$ cat config.mk
export PLATFORM = sky130hd
export DESIGN_NAME = clock_ctrl_flat
export DESIGN_NICKNAME = d
export VERILOG_FILES = /design/src/rtl/clock_pkg.sv /design/src/rtl/clock_ctrl_if.sv /design/src/rtl/tick_prescaler.sv /design/src/rtl/clock_ctrl.sv /design/src/flat_wrapper.sv
export SDC_FILE = /design/constraint.sdc
export NUM_CORES = 1
export LEC_CHECK = 0
export ABC_CLOCK_PERIOD_IN_PS = 1900
export CORE_MARGIN = 2
export CORE_UTILIZATION = 36
export DETAILED_ROUTE_END_ITERATION = 8
export MAX_ROUTING_LAYER = met4
export PLACE_DENSITY = 0.55
export SYNTH_ARGS = -nofsm -noshare
export SYNTH_HDL_FRONTEND = slang
export SYNTH_SLANG_ARGS = --single-unit
$ cat constraint.sdc
create_clock -name clk -period 1.9 [get_ports clk]
set_input_delay 0.19 -clock clk [delete_from_list [all_inputs] [get_ports clk]]
set_output_delay 0.19 -clock clk [all_outputs]
set_load 0.05 [all_outputs]
$ cat src/rtl/clock_pkg.sv
// Shared types and constants for the timekeeping controller.
// Holds the FSM state encoding, set-field codes, field limits and wrap-increment helpers.
package clock_pkg;

  typedef enum logic [2:0] {
    ST_RUN,
    ST_SET_HOUR,
    ST_SET_MIN,
    ST_SET_SEC,
    ST_COMMIT
  } state_e;

  typedef enum logic [1:0] {
    FIELD_NONE = 2'd0,
    FIELD_HOUR = 2'd1,
    FIELD_MIN  = 2'd2,
    FIELD_SEC  = 2'd3
  } field_e;

  localparam int HOUR_W = 5;
  localparam int MIN_W  = 6;
  localparam int SEC_W  = 6;

  localparam logic [HOUR_W-1:0] HOUR_MAX = 5'd23;
  localparam logic [MIN_W-1:0]  MIN_MAX  = 6'd59;
  localparam logic [SEC_W-1:0]  SEC_MAX  = 6'd59;

  function automatic logic [HOUR_W-1:0] inc_hour(input logic [HOUR_W-1:0] v);
    return (v >= HOUR_MAX) ? '0 : v + 1'b1;
  endfunction

  function automatic logic [MIN_W-1:0] inc_wrap6(input logic [MIN_W-1:0] v,
                                                 input logic [MIN_W-1:0] max);
    return (v >= max) ? '0 : v + 1'b1;
  endfunction

endpackage

$ cat src/rtl/clock_ctrl_if.sv
// Front-panel / counter-chain bundle around the clock controller.
// master = environment (buttons, live time); slave = the controller itself.
interface clock_ctrl_if;
  import clock_pkg::*;

  logic              btn_mode;
  logic              btn_inc;
  logic [HOUR_W-1:0] cur_hour;
  logic [MIN_W-1:0]  cur_min;
  logic [SEC_W-1:0]  cur_sec;

  logic              ms_tick;
  logic              run;
  logic              load_en;
  logic [HOUR_W-1:0] load_hour;
  logic [MIN_W-1:0]  load_min;
  logic [SEC_W-1:0]  load_sec;
  logic [1:0]        set_field;
  logic              blink;

  modport master (
    output btn_mode, btn_inc, cur_hour, cur_min, cur_sec,
    input  ms_tick, run, load_en, load_hour, load_min, load_sec, set_field, blink
  );

  modport slave (
    input  btn_mode, btn_inc, cur_hour, cur_min, cur_sec,
    output ms_tick, run, load_en, load_hour, load_min, load_sec, set_field, blink
  );
endinterface

$ cat src/rtl/tick_prescaler.sv
// Free-running divide-by-DIV counter; tick is high in the last count of each period.
// clr restarts the period so the next tick lands exactly DIV cycles later.
module tick_prescaler #(
  parameter int DIV = 2
) (
  input  logic clk,
  input  logic reset,
  input  logic clr,
  output logic tick
);
  localparam int CW = (DIV < 2) ? 1 : $clog2(DIV);

  if (DIV < 2) begin : g_div_check
    $error("tick_prescaler: DIV must be at least 2");
  end

  logic [CW-1:0] cnt_q;

  assign tick = (cnt_q == CW'(DIV - 1));

  always_ff @(posedge clk or negedge reset) begin
    if (!reset)            cnt_q <= '0;
    else if (clr || tick)  cnt_q <= '0;
    else                   cnt_q <= cnt_q + 1'b1;
  end
endmodule

$ cat src/rtl/clock_ctrl.sv
// Run/stop and set-mode controller for the hh:mm:ss counter chain.
// Edits happen on shadow registers and are pushed to the chain with a single load strobe.
module clock_ctrl
  import clock_pkg::*;
#(
  parameter int CLK_FREQ_HZ   = 50000000,
  parameter int TICK_HZ       = 1000,
  parameter int TIMEOUT_TICKS = 10000,
  parameter int BLINK_TICKS   = 500
) (
  input  logic         clk,
  input  logic         reset,
  clock_ctrl_if.slave  bus
);
  localparam int DIV  = CLK_FREQ_HZ / TICK_HZ;
  localparam int TO_W = $clog2(TIMEOUT_TICKS + 1);
  localparam int BL_W = $clog2(BLINK_TICKS + 1);

  state_e            state_q, state_d;
  logic              tick, presc_clr, in_set;
  logic [HOUR_W-1:0] sh_hour_q, sh_hour_d, ld_hour_q, ld_hour_d;
  logic [MIN_W-1:0]  sh_min_q, sh_min_d, ld_min_q, ld_min_d;
  logic [SEC_W-1:0]  sh_sec_q, sh_sec_d, ld_sec_q, ld_sec_d;
  logic [TO_W-1:0]   to_cnt_q, to_cnt_d;
  logic [BL_W-1:0]   bl_cnt_q, bl_cnt_d;
  logic              blink_q, blink_d;
  field_e            field;

  tick_prescaler #(.DIV(DIV)) u_presc (
    .clk   (clk),
    .reset (reset),
    .clr   (presc_clr),
    .tick  (tick)
  );

  assign in_set = (state_q == ST_SET_HOUR) || (state_q == ST_SET_MIN) || (state_q == ST_SET_SEC);

  always_ff @(posedge clk or negedge reset) begin
    if (!reset) begin
      state_q   <= ST_RUN;
      sh_hour_q <= '0;
      sh_min_q  <= '0;
      sh_sec_q  <= '0;
      ld_hour_q <= '0;
      ld_min_q  <= '0;
      ld_sec_q  <= '0;
      to_cnt_q  <= '0;
      bl_cnt_q  <= '0;
      blink_q   <= 1'b0;
    end else begin
      state_q   <= state_d;
      sh_hour_q <= sh_hour_d;
      sh_min_q  <= sh_min_d;
      sh_sec_q  <= sh_sec_d;
      ld_hour_q <= ld_hour_d;
      ld_min_q  <= ld_min_d;
      ld_sec_q  <= ld_sec_d;
      to_cnt_q  <= to_cnt_d;
      bl_cnt_q  <= bl_cnt_d;
      blink_q   <= blink_d;
    end
  end

  always_comb begin
    state_d   = state_q;
    sh_hour_d = sh_hour_q;
    sh_min_d  = sh_min_q;
    sh_sec_d  = sh_sec_q;
    ld_hour_d = ld_hour_q;
    ld_min_d  = ld_min_q;
    ld_sec_d  = ld_sec_q;
    to_cnt_d  = to_cnt_q;
    bl_cnt_d  = bl_cnt_q;
    blink_d   = blink_q;
    presc_clr = 1'b0;

    // Blink phase runs continuously across all three set states.
    if (in_set && tick) begin
      to_cnt_d = to_cnt_q + 1'b1;
      if (bl_cnt_q == BL_W'(BLINK_TICKS - 1)) begin
        bl_cnt_d = '0;
        blink_d  = ~blink_q;
      end else begin
        bl_cnt_d = bl_cnt_q + 1'b1;
      end
    end

    case (state_q)
      ST_RUN: begin
        if (bus.btn_mode) begin
          sh_hour_d = (bus.cur_hour > HOUR_MAX) ? '0 : bus.cur_hour;
          sh_min_d  = (bus.cur_min  > MIN_MAX)  ? '0 : bus.cur_min;
          sh_sec_d  = (bus.cur_sec  > SEC_MAX)  ? '0 : bus.cur_sec;
          to_cnt_d  = '0;
          bl_cnt_d  = '0;
          blink_d   = 1'b1;
          state_d   = ST_SET_HOUR;
        end
      end
      ST_SET_HOUR, ST_SET_MIN, ST_SET_SEC: begin
        if (bus.btn_mode) begin
          to_cnt_d = '0;
          if (state_q == ST_SET_HOUR)     state_d = ST_SET_MIN;
          else if (state_q == ST_SET_MIN) state_d = ST_SET_SEC;
          else begin
            state_d   = ST_COMMIT;
            ld_hour_d = sh_hour_q;
            ld_min_d  = sh_min_q;
            ld_sec_d  = sh_sec_q;
          end
        end else if (bus.btn_inc) begin
          to_cnt_d = '0;
          if (state_q == ST_SET_HOUR)     sh_hour_d = inc_hour(sh_hour_q);
          else if (state_q == ST_SET_MIN) sh_min_d  = inc_wrap6(sh_min_q, MIN_MAX);
          else                            sh_sec_d  = inc_wrap6(sh_sec_q, SEC_MAX);
        end else if (tick && to_cnt_q == TO_W'(TIMEOUT_TICKS - 1)) begin
          state_d = ST_RUN;
        end
      end
      ST_COMMIT: begin
        presc_clr = 1'b1;
        state_d   = ST_RUN;
      end
      default: state_d = ST_RUN;
    endcase
  end

  always_comb begin
    field = FIELD_NONE;
    case (state_q)
      ST_SET_HOUR: field = FIELD_HOUR;
      ST_SET_MIN:  field = FIELD_MIN;
      ST_SET_SEC:  field = FIELD_SEC;
      default:     field = FIELD_NONE;
    endcase
  end

  assign bus.ms_tick   = tick && (state_q == ST_RUN);
  assign bus.run       = (state_q == ST_RUN);
  assign bus.load_en   = (state_q == ST_COMMIT);
  assign bus.load_hour = ld_hour_q;
  assign bus.load_min  = ld_min_q;
  assign bus.load_sec  = ld_sec_q;
  assign bus.set_field = field;
  assign bus.blink     = in_set && blink_q;
endmodule

$ cat src/flat_wrapper.sv
// flat-port wrapper written by rule: the top's interface ports become plain ports
module clock_ctrl_flat import clock_pkg::*;
#(
  parameter int CLK_FREQ_HZ   = 50000000,
  parameter int TICK_HZ       = 1000,
  parameter int TIMEOUT_TICKS = 10000,
  parameter int BLINK_TICKS   = 500
)
  (clk, reset, bus_btn_mode, bus_btn_inc, bus_cur_hour, bus_cur_min, bus_cur_sec, bus_ms_tick, bus_run, bus_load_en, bus_load_hour, bus_load_min, bus_load_sec, bus_set_field, bus_blink);
  clock_ctrl_if bus_i ();
  input  logic clk;
  input  logic reset;
  input wire logic [$bits(bus_i.btn_mode)-1:0] bus_btn_mode;
  input wire logic [$bits(bus_i.btn_inc)-1:0] bus_btn_inc;
  input wire logic [$bits(bus_i.cur_hour)-1:0] bus_cur_hour;
  input wire logic [$bits(bus_i.cur_min)-1:0] bus_cur_min;
  input wire logic [$bits(bus_i.cur_sec)-1:0] bus_cur_sec;
  output wire logic [$bits(bus_i.ms_tick)-1:0] bus_ms_tick;
  output wire logic [$bits(bus_i.run)-1:0] bus_run;
  output wire logic [$bits(bus_i.load_en)-1:0] bus_load_en;
  output wire logic [$bits(bus_i.load_hour)-1:0] bus_load_hour;
  output wire logic [$bits(bus_i.load_min)-1:0] bus_load_min;
  output wire logic [$bits(bus_i.load_sec)-1:0] bus_load_sec;
  output wire logic [$bits(bus_i.set_field)-1:0] bus_set_field;
  output wire logic [$bits(bus_i.blink)-1:0] bus_blink;
  assign bus_i.btn_mode = bus_btn_mode;
  assign bus_i.btn_inc = bus_btn_inc;
  assign bus_i.cur_hour = bus_cur_hour;
  assign bus_i.cur_min = bus_cur_min;
  assign bus_i.cur_sec = bus_cur_sec;
  assign bus_ms_tick = bus_i.ms_tick;
  assign bus_run = bus_i.run;
  assign bus_load_en = bus_i.load_en;
  assign bus_load_hour = bus_i.load_hour;
  assign bus_load_min = bus_i.load_min;
  assign bus_load_sec = bus_i.load_sec;
  assign bus_set_field = bus_i.set_field;
  assign bus_blink = bus_i.blink;
  clock_ctrl #(.CLK_FREQ_HZ(CLK_FREQ_HZ), .TICK_HZ(TICK_HZ), .TIMEOUT_TICKS(TIMEOUT_TICKS), .BLINK_TICKS(BLINK_TICKS)) u_core (.clk(clk), .reset(reset), .bus(bus_i));
endmodule
# Word level (Yosys, flattened, before mapping)
# Cells that the tools add are included.
# totals
latch_bits	0
n_memories	0
romBits	0
word_cells	103
output_inout_bits	23
reg_bits	77
ramBits	0
# classes
bitwise	3
n_reduce_logical	15
n_lt_le_gt_ge	6
shifts	0
n_addsub	6
multipliers	0
n_mux	46
div_mod_pow	0
eq_ne	16
# ops
operator	count
6-bit 2-to-1 mux	14
14-bit 2-to-1 mux	4
9-bit 2-to-1 mux	4
5-bit 2-to-1 mux	6
14-bit case mux with 2 select lines	1
6-bit case mux with 2 select lines	2
3-bit 2-to-1 mux	6
16-bit by 1-bit adder with 16-bit output (second input constant)	1
16-bit equality test (second input constant)	1
16-bit 2-to-1 mux	1
14-bit by 1-bit adder with 14-bit output (second input constant)	1
14-bit equality test (second input constant)	1
6-bit by 1-bit adder with 6-bit output (second input constant)	2
6-bit greater-or-equal comparator (second input constant)	2
6-bit greater-than comparator (second input constant)	2
6-bit AND reduction	2
2-bit != test (second input constant)	5
5-bit case mux with 2 select lines	1
9-bit by 1-bit adder with 9-bit output (second input constant)	1
9-bit equality test (second input constant)	1
3-bit by 2-bit equality test with 1-bit output (second input constant)	2
2-bit case mux with 3 select lines	1
3-bit case mux with 2 select lines	1
5-bit by 1-bit adder with 5-bit output (second input constant)	1
17 further kinds	29

# Logic depth before layout (Yosys ltp)
# Gate-level depths: netlist of run 1.
# logic_depth
word_depth	8
ltp_mapped	7
mapped_depth_nobuf	5

# By module
# A second synthesis of run 1 with hierarchy kept.
# hier_totals
hier_cells	411
area_unflattened_um2	4035.1
# modules_own_cells
mod	seq_area_each_um2	cells_each	n_inst	area_per_inst_um2
clock_ctrl	1526.5	331	1	3236.9
tick_prescaler	400.4	80	1	798.3

# Least setup slack after synthesis of run 1
# No wires, ideal clock.
# synth_path
path_kind	register to output
from	reg u_core.u_presc.cnt_q[0]
to	out bus_ms_tick
required_ps	1710
t_arrival_ps	2591
path_buffers	2
stages_incl_launch_ff	7
path_slack_ps	-881
cell_sequence	dfrtp_1 ha_1 and3_1 buf_2 nand4_1 buf_2 nor4_1
# synth_between
elab_chain_cells	2
# synth_rtl
element	line_no	text
from (decl)	tick_prescaler.sv:17	logic [CW-1:0] cnt_q;
from (signal assigned)	tick_prescaler.sv:24	else cnt_q <= cnt_q + 1'b1;
16-bit equality test	tick_prescaler.sv:19	assign tick = (cnt_q == CW'(DIV - 1));
1-bit logical AND	clock_ctrl.sv:138	assign bus.ms_tick = tick && (state_q == ST_RUN);
to (decl)	flat_wrapper.sv:18	output wire logic [$bits(bus_i.ms_tick)-1:0] bus_ms_tick;
# Every way passes these cells.

# Worst setup path in the final report of run 1
# layout_path
from	reg u_core.u_presc.cnt_q[7]
to	reg u_core.bl_cnt_q[4]
# layout_between
elab_chain_cells	5
# layout_rtl
element	line_no	text
16-bit equality test *	tick_prescaler.sv:19	
1-bit logical AND *	clock_ctrl.sv:78	if (in_set && tick) begin
9-bit 2-to-1 mux *	clock_ctrl.sv:78	
9-bit 2-to-1 mux	clock_ctrl.sv:90	if (bus.btn_mode) begin
9-bit 2-to-1 mux *	clock_ctrl.sv:88	case (state_q)
via u_core.bl_cnt_d[4]	clock_ctrl.sv:25	logic [BL_W-1:0] bl_cnt_q, bl_cnt_d;
to (signal assigned)	clock_ctrl.sv:59	bl_cnt_q <= bl_cnt_d;
to (decl)	clock_ctrl.sv:25	
# Mark *: on every way through the listed nets, which the timed path passes. The rest lies on a longest branch.
# A chain may end at the register's enable or synchronous reset.

==> results.py, run 1 <==
metrics = {
    "synthesis": {
        "netlist_instances": 438,
        "yosys.area.top_type": "dfrtp_1",
        "ys_seq_elements": 77,
        "ys_warn_count": 0,
        "ys_seq_area_share_pct": 45.7,
        "synth_ff_type": "dfrtp_1",
        "postSynthNetCount": 465,
        "synth-async-reset-ratio_pct": 100,
        "syn_area_per_cell_um2": 9.62,
        "synth-edff-count": 0,
        "synth.distinct_cells": 55,
        "synth_area_leaders": "dfrtp_1, mux2_2, a21oi_1",
        "netlist.area_leader.share_pct": 45.7,
        "synth_area_um2": 4210,
    },
    "placed_design": {
        "gp_congestion": 0.863,
        "dp_hpwl_um": 6740,
        "dp_slack_ns": -0.00589,
        "io_buffers": 43,
    },
    "worst_setup_path": {
        "r2r_setup_slack_ns": -0.14,
        "critPathRequiredTime_ns": 2.16,
        "regToRegStartpoint": "u_core.u_presc.cnt_q[7]",
        "reg2reg_to": "u_core.bl_cnt_q[4]",
        "worstSetupPathType": "flop to flop",
        "critPathLaunchType": "flop",
        "cp.arrival_ns": 2.30,
        "path_max_fanout": 8,
        "worstSetupEndpoint": "u_core.bl_cnt_q[4]",
        "end_kind": "flop",
        "cp-startpoint": "u_core.u_presc.cnt_q[7]",
        "reg2reg_depth": 8,
    },
    "sta": {
        "max_freq_mhz": 490,
        "final.min_clock_period_ns": 2.04,
        "setup_viol": 4,
        "slew_headroom_pct": 66.1,
        "worst_pin_slew_ns": 0.507,
        "fin_skew_ns": 0.00660,
        "rsz0062_at_grt": "true",
        "slew_viol_final": 0,
        "finalHoldViolCount": 0,
        "layout_setup_ws_ns": -0.140,
        "period_share_pct": 107,
    },
    "floorplan": {
        "core-area_um2": 11400,
        "die_w_um": 112,
        "die_area_um2": 12600,
        "initial_core_util_pct": 36.9,
        "die_h_um": 112,
        "io_pins": 44,
        "rows": 39,
    },
    "cts": {
        "cts.path.max_buffers": 2,
        "root_buffer": "clkbuf_16",
        "h-tree-depth": 3,
        "cts_sinks": 77,
        "clkTransAtPathRegs_ns": 0.06,
        "tritoncts": "yes",
        "cts_buffers": 9,
        "clk_latency_ns": 0.34,
    },
    "run_status": {
        "status": "complete, but fails checks",
        "violations": "setup timing",
    },
    "route": {
        "drtAntennaViolNets": 0,
        "wl_per_cell_um": 15.6,
        "wirelength_um": 10200,
        "num_vias": 3638,
        "drc": 0,
        "drt_iter0_markers": 210,
        "drtPass1Iterations": 4,
        "vias_per_cell": 5.55,
    },
    "pwr": {
        "p_per_area_nw_per_um2": 1340,
        "intPower_mw": 4.62,
        "leakage_nw": 2.39,
        "p_switching_mw": 2.98,
        "power_mw": 7.59,
        "power.share.clock_pct": 23.5,
        "swShare_pct": 39.2,
        "p_seq_share_pct": 32.3,
        "p_comb_share_pct": 44.2,
        "peakVddDrop_v": 0.00112,
    },
    "min_path": {
        "worstHoldPathType": "primary input to asynchronous set/reset pin",
    },
    "layout": {
        "area_growth_pct": 34.3,
        "diodes": 0,
        "final_layout_size_suffix_gt1_share_pct": 21.5,
        "final_core_util_pct": 49.6,
        "finish.net_count": 534,
    },
    "run": {
        "cap_violations": 0,
    },
    "global_route": {
        "grtUsageTotal_pct": 17.3,
        "grt_pass1_wl_um": 17300,
        "grt_pass1_vias": 3604,
        "gr-total-overflow": 0,
        "antenna_found_initial": 0,
        "grt_max_degree": 53,
    },
}
## registers in the layout, summed over array words and instances, names as in the netlist, 3 cells and up
signal / flops
u_core.u_presc.cnt_q: 16
u_core.to_cnt_q: 14
u_core.bl_cnt_q: 9
u_core.bus.load_min: 6
u_core.bus.load_sec: 6
u_core.sh_min_q: 6
u_core.sh_sec_q: 6
u_core.bus.load_hour: 5
u_core.sh_hour_q: 5
u_core.state_q: 3
## area by class of cell
class                      instances  area (um2)
multi-input combinational        318        2290
timing repair buffer              86         900
fill                            1067        5760
sequential                        77        1930
clock buffer                      12         267
tap                              143         179
clock inverter                     4        45.0
inverter                          15        56.3
## metrics by stage
step	area [um2]	hold slack, ns	instances	TNS [ns]
finish	5660	0.297	655	-0.461
global route	5660	0.321	655	-1.05
CTS	5550	0.306	652	-0.347
detailed placement	5090	0.134	631	-0.0103
global placement	5090	0.137	631	0
floorplan	4230	-0.106	438	-0.287
## power by group through the flow
| stage | logic [mW] | registers [mW] | clock network (mW) |
|---|---|---|---|
| 2_1_floorplan | 1.57 | 2.95 | 0 |
| 3_3_place_gp | 3.28 | 2.47 | 0 |
| 3_5_place_dp | 3.31 | 2.46 | 0 |
| 4_1_cts | 3.36 | 2.45 | 1.85 |
| 5_1_grt | 3.66 | 2.52 | 1.91 |
| 6_report | 3.36 | 2.45 | 1.79 |
## synth_stat cells (all sizes together), types with 3 or more instances
cell type and count:
a211oi 3, a21boi 3, a21o 3, a21oi 27
a22o 3, a31oi 8, a32oi 4, and2 7
and3 9, and4 6, buf 15, clkbuf 13
dfrtp 77, ha 6, inv 15, mux2 17
nand2 29, nand2b 12, nand3 20, nand4 14
nor2 24, nor3 6, nor4b 3, o21a 3
o21ai 26, o22ai 5, o2bb2ai 3, o311ai 10
o31ai 6, o41ai 12, or3 7, or4 7
xnor2 4, xor2 5
## per-layer routing
metal	track usage (%)	wire length [um]	vias up
li1	-	-	1801
met1	23.6	4910	1759
met2	25.6	4810	72
met3	5.13	444	6
met4	3.98	75	0
met5	-	0	-
## worst min-delay path by stage
stage,start,end,slack [ns],cells past startpoint
finish,reset,u_core.to_cnt_q[8],0.30,2
global route,reset,u_core.to_cnt_q[8],0.32,2
CTS,reset,u_core.to_cnt_q[8],0.31,2
detailed placement,reset,u_core.to_cnt_q[8],0.13,1
global placement,reset,u_core.to_cnt_q[9],0.14,1
floorplan,reset,u_core.bl_cnt_q[0],-0.11,0
## repair_timing
| action | CTS | global route |
|---|---|---|
| gates cloned | 1 | 1 |
| setup endpoints to repair | 2 | 24 |
| pin swaps | 6 | 12 |
| resized for setup | 14 | 29 |
| setup buffers | 3 | 3 |
| endpoints found under the hold margin | 25 | 0 |
| hold buffers | 1 | 0 |
## placed cells by master (no fill, tap or decap), drive strengths merged, types with 4 or more instances in the layout
cell / n
o31ai: 6
nand4: 14
and2: 7
nor2: 24
nand2b: 12
and4: 6
or4: 7
dfrtp: 77
or3: 7
and3: 9
clkbuf: 13
o21ai: 26
clkdlybuf4s50: 36
xnor2: 4
o311ai: 10
a32oi: 4
inv: 15
nand3: 20
ha: 6
o22ai: 5
nand2: 29
nor3: 6
o41ai: 12
a21oi: 27
mux2: 17
a31oi: 8
buf: 48
xor2: 5
## cells by family (layout without fill, tap and decap cells)
logic type | count (synthesis) | after routing | synth area share, %
multiplexers | 17 | 17 | 4.54
XOR/XNOR | 9 | 9 | 1.87
buffers and inverters | 43 | 117 | 4.25
AO/OA/AOI/OAI | 128 | 128 | 20.5
AND/OR/NAND/NOR | 158 | 158 | 21.3
adder cells (fa/ha/maj) | 6 | 6 | 1.78
flip-flops | 77 | 77 | 45.7
## critical path, cell delays in order (launching register included)
cell and delay (ns):
dfrtp_1 0.41, nor4b_4 0.29, buf_4 0.15, nand4_1 0.10, buf_6 0.15, buf_4 0.12
buf_6 0.13, or4_1 0.46, a21oi_1 0.16
(Power assumes the default switching activity.)
==> run 2: changes to the inputs <==
- CAP_MARGIN: default -> 20
==> results of run 2 <==
Final layout, timing and power as in run 1 (identical DEF).
==> run 3: changes to the inputs <==
- PLACE_DENSITY: 0.55 -> 0.58
==> run 3 against run 2 <==
  * The flow still finishes with violations (setup timing)
  * Die area unchanged
  * Worst setup slack about the same
  * Sequential share of layout area down 1.8 points
  * Non-clock buffer count up 14
  * First-iteration DRC count down 16%
  * Clock power up 11%
  * Critical path type unchanged
  * Highest routed layer unchanged
==> results.py, run 3 (synthesized netlist as in run 1, its figures left out) <==
metrics = {
    "layout": {
        "final_cell_mix": "dfrtp_1, buf_4, clkdlybuf4s50_1",
        "largest_register_ffs": 16,
        "final_layout_size_suffix_gt1_share_pct": 27.6,
        "reg_top3": "u_core.u_presc.cnt_q x16, u_core.to_cnt_q x14, u_core.bl_cnt_q x9",
        "area_growth_pct": 41.9,
        "finish.net_count": 548,
        "regMostFlops": "u_core.u_presc.cnt_q",
        "final_common_cell": "dfrtp_1",
        "diodes": 0,
        "final_core_util_pct": 52.4,
    },
    "run_status": {
        "violations": "setup timing",
        "status": "complete, but fails checks",
    },
    "route": {
        "num_vias": 3755,
        "wirelength_um": 10800,
        "drt_iter0_markers": 177,
        "drtPass1Iterations": 4,
        "drtAntennaViolNets": 0,
        "drc": 0,
        "vias_per_cell": 5.61,
        "wl_per_cell_um": 16.1,
    },
    "sta": {
        "period_share_pct": 107,
        "max_freq_mhz": 490,
        "tns_ns": -0.610,
        "hold_ws_ns": 0.352,
        "setup_viol": 7,
        "worst_pin_slew_ns": 0.506,
        "slew_viol_final": 0,
        "rsz0062_at_grt": "true",
        "fin_skew_ns": 0.00649,
        "slew_headroom_pct": 66.2,
        "final.min_clock_period_ns": 2.04,
        "layout_setup_ws_ns": -0.140,
        "finalHoldViolCount": 0,
    },
    "global_route": {
        "grt_max_degree": 36,
        "grtUsageTotal_pct": 17.0,
        "gr-total-overflow": 0,
        "antenna_found_initial": 0,
        "grt_pass1_vias": 3576,
        "grt_pass1_wl_um": 17300,
    },
    "worst_setup_path": {
        "path_max_fanout": 6,
        "cp.arrival_ns": 2.30,
        "reg2reg_depth": 7,
        "slowest_delay_ns": 0.47,
        "crit_top_cell": "buf_4",
        "critPathRequiredTime_ns": 2.16,
        "worstSetupPathType": "flop to flop",
        "crit_chain": "nor4b_4 -> buf_4 -> nand4_1 -> buf_4 -> buf_6 -> or4_4 -> a21oi_2",
        "critPathLaunchType": "flop",
        "cp_slowest_cell": "or4_4",
        "end_kind": "flop",
    },
    "cts": {
        "h-tree-depth": 3,
        "clkTransAtPathRegs_ns": 0.06,
        "cts_buffers": 9,
        "tritoncts": "yes",
        "cts_sinks": 77,
        "clk_latency_ns": 0.33,
        "root_buffer": "clkbuf_16",
        "cts.path.max_buffers": 2,
    },
    "pwr": {
        "p_per_area_nw_per_um2": 1320,
        "peakVddDrop_v": 0.000966,
        "leakage_nw": 2.54,
    },
    "placed_design": {
        "gp_congestion": 0.842,
        "dp_hpwl_um": 6850,
        "io_buffers": 43,
    },
    "run": {
        "cap_violations": 0,
    },
    "floorplan": {
        "die_h_um": 112,
        "io_pins": 44,
        "core-area_um2": 11400,
        "die_w_um": 112,
        "rows": 39,
        "die_area_um2": 12600,
        "initial_core_util_pct": 36.9,
    },
    "min_path": {
        "worstHoldPathType": "primary input to asynchronous set/reset pin",
    },
}
==> run 3: what timing repair did <==
item,in CTS,in global routing
setup buffers,3,10
resized for setup,10,68
pin swaps,6,11
endpoints found under the hold margin,32,0
hold buffers,1,0
setup endpoints to repair,4,37
cloned,0,4
==> run 3: layout make-up <==
class | count | area (um2)
inverters | 15 | 56.3
clock inverters | 6 | 111
well taps | 143 | 179
multi-input cells | 318 | 2430
fillers | 1035 | 5440
flip-flops and latches | 77 | 1930
repair buffers | 100 | 1050
clock buffers | 10 | 229
==> run 3: through the flow <==
| stage | std cells | cell area [um2] | setup slack, ns | total power, mW |
|---|---|---|---|---|
| 6_report | 669 | 5980 | -0.140 | 7.91 |
| 5_1_grt | 669 | 5980 | -0.278 | 8.36 |
| 4_1_cts | 657 | 5520 | -0.161 | 7.83 |
| 3_5_place_dp | 637 | 5110 | -0.120 | 5.76 |
| 3_3_place_gp | 637 | 5110 | -0.0946 | 5.73 |
| 2_1_floorplan | 438 | 4230 | -0.287 | 4.52 |
==> run 3: worst max-delay path: cells and delay by family (launching register included) <==
family	cells	cell delay (ns)
buffers and inverters	3	0.46
DFF	1	0.41
and+or+nand+nor	3	0.94
AOI/OAI and AO/OA	1	0.15
==> run 3: per-layer routing <==
metal,vias to the layer above,GRT usage [%],routed length [um]
met5,-,-,0
li1,1834,-,-
met4,0,4.47,53
met3,5,3.83,302
met2,69,25.8,5160
met1,1847,23.1,5230
==> run 3: power by group <==
group / switching [mW] / internal [mW]
Sequential: 0.418 / 2.07
Clock: 0.701 / 1.28
Combinational: 1.95 / 1.49
Total: 3.07 / 4.84
==> run 3: path summary, 6_finish.rpt <==
| kind | startpoint | endpoint | slack [ns] |
|---|---|---|---|
| worst max-delay path | u_core.u_presc.cnt_q[11] | u_core.bl_cnt_q[6] | -0.14 |
| worst min register to register | u_core.u_presc.cnt_q[0] | u_core.u_presc.cnt_q[0] | 0.47 |
| worst min-delay path | reset | u_core.to_cnt_q[9] | 0.35 |
| max in group asynchronous | reset | u_core.sh_hour_q[3] | 0.85 |
| min in group clk | u_core.u_presc.cnt_q[0] | u_core.u_presc.cnt_q[0] | 0.47 |
| worst max register to register | u_core.u_presc.cnt_q[11] | u_core.bl_cnt_q[6] | -0.14 |
